**src/rtl/ifu_prefetch.sv**
```systemverilog
// Sequential instruction fetch unit with a DEPTH-entry {pc, instr} prefetch FIFO.
// Define IFU_STAT_EN to build the fetch/drop statistics counters.
module ifu_prefetch #(
  parameter int                ADDR_W   = 64,
  parameter logic [ADDR_W-1:0] RESET_PC = ADDR_W'(64'h8000_0000),
  parameter int                DEPTH    = 4
) (
  input  logic              clk,
  input  logic              rst,
  output logic [ADDR_W-1:0] o_ram_addr,
  output logic              o_ram_valid,
  input  logic              i_ram_ready,
  input  logic [31:0]       i_ram_rdata,
  output logic [2:0]        o_ram_size,
  input  logic              i_branch_jump,
  input  logic [ADDR_W-1:0] i_next_pc,
  input  logic              i_int_valid,
  input  logic [ADDR_W-1:0] i_int_addr,
  output logic [31:0]       o_instr,
  output logic [ADDR_W-1:0] o_pc,
  output logic              o_instr_valid,
  input  logic              i_instr_ready,
  output logic [31:0]       o_stat_fetch,
  output logic [31:0]       o_stat_drop
);

  localparam int PTR_W = $clog2(DEPTH);
  localparam int CNT_W = PTR_W + 1;
  localparam logic [CNT_W-1:0] DEPTH_C = CNT_W'(DEPTH);

  typedef enum logic [1:0] {IDLE, REQ, DISCARD} state_t;

  state_t            state_q, state_d;
  logic [ADDR_W-1:0] fetch_pc_q, fetch_pc_d;
  logic [ADDR_W-1:0] req_addr_q, req_addr_d;
  logic [PTR_W-1:0]  wr_ptr_q, rd_ptr_q;
  logic [CNT_W-1:0]  count_q;
  logic [CNT_W-1:0]  cnt_after_push;
  logic [ADDR_W-1:0] pc_mem    [DEPTH];
  logic [31:0]       instr_mem [DEPTH];

  logic              redirect;
  logic [ADDR_W-1:0] new_pc;
  logic              push;
  logic              pop;

  assign redirect       = i_int_valid | i_branch_jump;
  assign new_pc         = i_int_valid ? i_int_addr : i_next_pc;
  assign pop            = o_instr_valid & i_instr_ready;
  assign cnt_after_push = count_q + CNT_W'(1) - CNT_W'(pop);

  // NOTE: sequential state uses non-blocking assignments so every register
  // samples the pre-edge value of every other register.
  always_ff @(posedge clk) begin
    if (rst) state_q <= IDLE;
    else     state_q <= state_d;
  end

  // NOTE: every always_comb output gets a default first so no latch is inferred.
  always_comb begin
    state_d    = state_q;
    fetch_pc_d = fetch_pc_q;
    req_addr_d = req_addr_q;
    case (state_q)
      IDLE: begin
        if (redirect) begin
          fetch_pc_d = new_pc;
        end else if (count_q < DEPTH_C) begin
          state_d    = REQ;
          req_addr_d = fetch_pc_q;
        end
      end
      REQ: begin
        if (redirect) begin
          fetch_pc_d = new_pc;
          state_d    = i_ram_ready ? IDLE : DISCARD;
        end else if (i_ram_ready) begin
          fetch_pc_d = fetch_pc_q + ADDR_W'(4);
          req_addr_d = req_addr_q + ADDR_W'(4);
          if (cnt_after_push == DEPTH_C) state_d = IDLE;
        end
      end
      DISCARD: begin
        // The stale request cannot be withdrawn; only the resume point moves.
        if (redirect)    fetch_pc_d = new_pc;
        if (i_ram_ready) state_d    = IDLE;
      end
      default: state_d = IDLE;
    endcase
  end

  always_comb begin
    o_ram_valid   = (state_q == REQ) || (state_q == DISCARD);
    o_instr_valid = (count_q != '0) && !redirect;
    push          = (state_q == REQ) && i_ram_ready && !redirect;
  end

  always_ff @(posedge clk) begin
    if (rst) begin
      fetch_pc_q <= RESET_PC;
      req_addr_q <= RESET_PC;
      wr_ptr_q   <= '0;
      rd_ptr_q   <= '0;
      count_q    <= '0;
    end else begin
      fetch_pc_q <= fetch_pc_d;
      req_addr_q <= req_addr_d;
      if (redirect) begin
        wr_ptr_q <= '0;
        rd_ptr_q <= '0;
        count_q  <= '0;
      end else begin
        if (push) wr_ptr_q <= wr_ptr_q + PTR_W'(1);
        if (pop)  rd_ptr_q <= rd_ptr_q + PTR_W'(1);
        count_q <= count_q + CNT_W'(push) - CNT_W'(pop);
      end
    end
  end

  // NOTE: FIFO storage is not reset; count_q alone decides which entries are valid.
  always_ff @(posedge clk) begin
    if (push) begin
      pc_mem[wr_ptr_q]    <= req_addr_q;
      instr_mem[wr_ptr_q] <= i_ram_rdata;
    end
  end

  assign o_pc       = pc_mem[rd_ptr_q];
  assign o_instr    = instr_mem[rd_ptr_q];
  assign o_ram_addr = req_addr_q;
  assign o_ram_size = 3'b010;

`ifdef IFU_STAT_EN
  logic        drop;
  logic [31:0] stat_fetch_q, stat_drop_q;

  assign drop = i_ram_ready && (((state_q == REQ) && redirect) || (state_q == DISCARD));

  always_ff @(posedge clk) begin
    if (rst) begin
      stat_fetch_q <= '0;
      stat_drop_q  <= '0;
    end else begin
      if (push) stat_fetch_q <= stat_fetch_q + 32'd1;
      if (drop) stat_drop_q  <= stat_drop_q + 32'd1;
    end
  end

  assign o_stat_fetch = stat_fetch_q;
  assign o_stat_drop  = stat_drop_q;
`else
  assign o_stat_fetch = '0;
  assign o_stat_drop  = '0;
`endif

endmodule
```
**config.mk**
```make
export PLATFORM = sky130hd
export DESIGN_NAME = ifu_prefetch
export DESIGN_NICKNAME = d
export VERILOG_FILES = /design/src/rtl/ifu_prefetch.sv
export SDC_FILE = /design/constraint.sdc
export NUM_CORES = 1
export LEC_CHECK = 0
export ABC_AREA = 1
export ABC_CLOCK_PERIOD_IN_PS = 7550
export CAP_MARGIN = 0
export CORE_UTILIZATION = 60
export DETAILED_ROUTE_END_ITERATION = 12
export DONT_BUFFER_PORTS = 1
export PLACE_DENSITY = 0.73
export SLEW_MARGIN = 10
export SYNTH_ARGS = -nofsm -noshare
export SYNTH_HDL_FRONTEND = slang
export SYNTH_SLANG_ARGS = --single-unit
```
**constraint.sdc**
```tcl
create_clock -name clk -period 7.55 [get_ports clk]
set_input_delay 0.3775 -clock clk [delete_from_list [all_inputs] [get_ports clk]]
set_output_delay 0.3775 -clock clk [all_outputs]
set_load 0.1 [all_outputs]
```
==> flow_summary.ini <==
[synth]
async_flop_share_pct = 0
synth_edf_count = 384
syn_area_um2 = 25800
netlist_instances = 2989
synth_flop_cell = edfxtp_1
yosys.area.top_type = edfxtp_1
postSynthAreaPerCell_um2 = 8.63
yosysSeqAreaShare_pct = 55.5
ys_ff_latch = 523
yosysTopAreaCellShare_pct = 44.7
yosys-top-cells-area = edfxtp_1 (45%), dfxtp_1 (11%), nand2_1 (9.9%)
synth.yosys.warnings = 0
yosysUniqueCellTypes = 45

[grt]
antenna_found_initial = 0
grt_pass1_vias = 20400
grt_max_degree = 112
grt_pass1_wl_mm = 114
grt_overflow = 0
grt_util_all_layers_pct = 33.7

[drt]
drt-initial-drc-count = 2316
first_pass_iters = 6
finalWirelength_mm = 75.1
drt-vias-per-instance = 5.97
num_vias = 21500
drc = 0
ant_nets = 0
routedWlPerCell_um = 20.9

[cts]
ctsResizeCount = 0
cts_sinks = 523
cts_tree = built
cts_buffer_depth = 3
root_buffer = clkbuf_16
h-tree-depth = 2
insertion_delay_ns = 0.61
path_clk_slew_ns = 0.07
numCtsBuffers = 52

[timing]
skew_ns = 0.0243
fin_crit_ns = 4.34
hold_slack_ns = 0.0385
drv_slew = 0
rsz0062_at_grt = false
worst_slack_ns = 3.21
min_period_over_period_pct = 57.5
slew_headroom_pct = 16.1
tns_ns = 0
finalHoldViolCount = 0
setup_viol = 0
worstMarginPinSlew_ns = 1.26
max_freq_ghz = 0.230

[die]
io_pins = 395
start_util_pct = 61.2
fp-row-count = 75
core_area_um2 = 42100
design.die.area_um2 = 43800
fp.dieH_um = 209
die_w_um = 209

[outcome]
status = completed

[setup_path]
start_kind = flop
crit_arrival_ns = 4.55
rr_startpoint = state_q[1]
cp_data_required_time_ns = 7.75
crit_end = pc_mem[2][61]
end_kind = flop
path_max_fanout = 78
reg2reg_setup_slack_ns = 3.21
ff2ff_path_depth = 8
reg2reg_to = pc_mem[2][61]
crit_path_start = state_q[1]
critical_path_class = reg2reg

[layout]
insertedDiodeCount = 0
final_cells = 3600
syn_to_final_growth_pct = 12.5
design_area_um2 = 29000
nNetsFinal = 3200
final_layout_size_suffix_gt1_share_pct = 11.1
nFillCells = 3371

[placed_design]
place_congestion = 1.04
placed_cells = 3467
dpl-instance-area_um2 = 26900
io_buffers = 0
dp_hpwl_mm = 50.4
dp_slack_ns = 3.28

[hold_path]
hp-class = in2reg

[power_and_ir_drop]
max-vdd-ir-drop_mv = 0.252
pwr_density_cell_nw_per_um2 = 280
power.leakage_uw = 0.0101

[flow_run]
max_cap_violations = 0
[per-stage QoR]
step	power [uW]	utilization, %
after floorplan	5090	-
after global placement	5480	63.9
after detailed placement	5520	63.9
after CTS	8120	68.9
after global routing	8410	68.9
final	8120	68.9
[metal layers]
metal	global-route usage [%]	vias up	wire length, um
met5	0	-	0
met2	53.3	1056	34600
met4	15.2	0	3220
met3	6.51	172	6780
li1	-	10100	-
met1	45.4	10100	30500
[worst min path at each step]
| stage | endpoint | depth (start not counted) | slack [ns] | start |
|---|---|---|---|---|
| floorplan | o_ram_addr[0] | 2 | 0.45 | fetch_pc_q[0] |
| global placement | o_ram_addr[0] | 2 | 0.46 | fetch_pc_q[0] |
| detailed placement | state_q[0] | 1 | 0.47 | rst |
| CTS | fetch_pc_q[22] | 4 | 0.02 | i_next_pc[22] |
| global route | fetch_pc_q[24] | 4 | 0.05 | i_int_addr[24] |
| finish | fetch_pc_q[24] | 4 | 0.04 | i_next_pc[24] |
[Yosys cell counts, drive strengths merged, types with 3 or more instances]
| cell type | count |
|---|---|
| a211oi | 6 |
| inv | 168 |
| xnor2 | 13 |
| mux2i | 5 |
| nand3 | 158 |
| nand4 | 41 |
| o22ai | 99 |
| o21ai | 297 |
| ha | 13 |
| dfxtp | 139 |
| nor2 | 477 |
| clkbuf | 102 |
| a21oi | 193 |
| xor2 | 12 |
| o211ai | 11 |
| nand2 | 696 |
| nor3 | 28 |
| nand3b | 9 |
| and2 | 4 |
| buf | 109 |
| edfxtp | 384 |
| o31ai | 3 |
| a31oi | 11 |
| o32ai | 3 |
[what timing repair did]
item / 4_1_cts / 5_1_grt
hold buffers: 38 / 0
buffers inserted: 0 / 0
hold endpoints to repair: 241 / 0
[cell type report]
class | instances | area, um2 | share of cell area (%)
well taps | 539 | 674 | 2.32
clock inverters | 30 | 338 | 1.16
flip-flops and latches | 523 | 14300 | 49.4
clock buffers | 65 | 1350 | 4.65
multi-input cells | 2151 | 10700 | 36.7
inverters | 169 | 637 | 2.20
repair buffers | 123 | 1040 | 3.57
[layout by cell type, fill, tap and decap left out, types with 6 or more instances in the layout]
master	n
nand2_1	678
nand3b_1	9
nand4_1	41
a211oi_1	6
nor2_2	20
xnor2_1	13
o22ai_2	96
clkinv_1	9
ha_1	12
a21oi_1	189
clkbuf_1	13
o21ai_0	284
nor3_1	25
nand2_2	15
inv_2	7
dlygate4sd3_1	37
nor2_4	20
dfxtp_1	137
conb_1	67
o21ai_1	11
inv_1	159
bufinv_16	6
clkbuf_16	52
xor2_1	12
a31oi_1	11
buf_4	85
edfxtp_1	384
nor2_1	436
o211ai_1	11
nand3_1	156
[flip-flops by register name (all words and copies together) (netlist names), named ones only]
| register | count |
|---|---|
| count_q | 3 |
| fetch_pc_q | 64 |
| instr_mem | 128 |
| o_ram_addr | 64 |
| pc_mem | 256 |
| rd_ptr_q | 2 |
| state_q | 2 |
| wr_ptr_q | 2 |
[cells by family after synthesis]
group                      synth area share, %
adders and majority gates                0.708
other                                   0.0291
xor gates and xnor gates                 0.849
muxes                                    0.194
and+or+nand+nor                           23.1
buffers and inverters                     6.65
AOI/OAI and AO/OA                         13.0
DFF                                       55.5
[worst max-delay path, stage by stage, from the launching register on]
cell	delay, ns
dfxtp_1	0.32
inv_1	0.12
ha_2	0.18
buf_4	0.65
nand2_1	0.21
nor2_1	0.19
clkinv_1	0.36
nor2_4	0.89
buf_4	0.88
[report_power, final]
group	internal (uW)	total, uW	switching [uW]
Sequential	3310	3560	247
Combinational	405	1990	1580
Clock	1480	2580	1100
No activity file was read; power rests on OpenSTA's default activity.
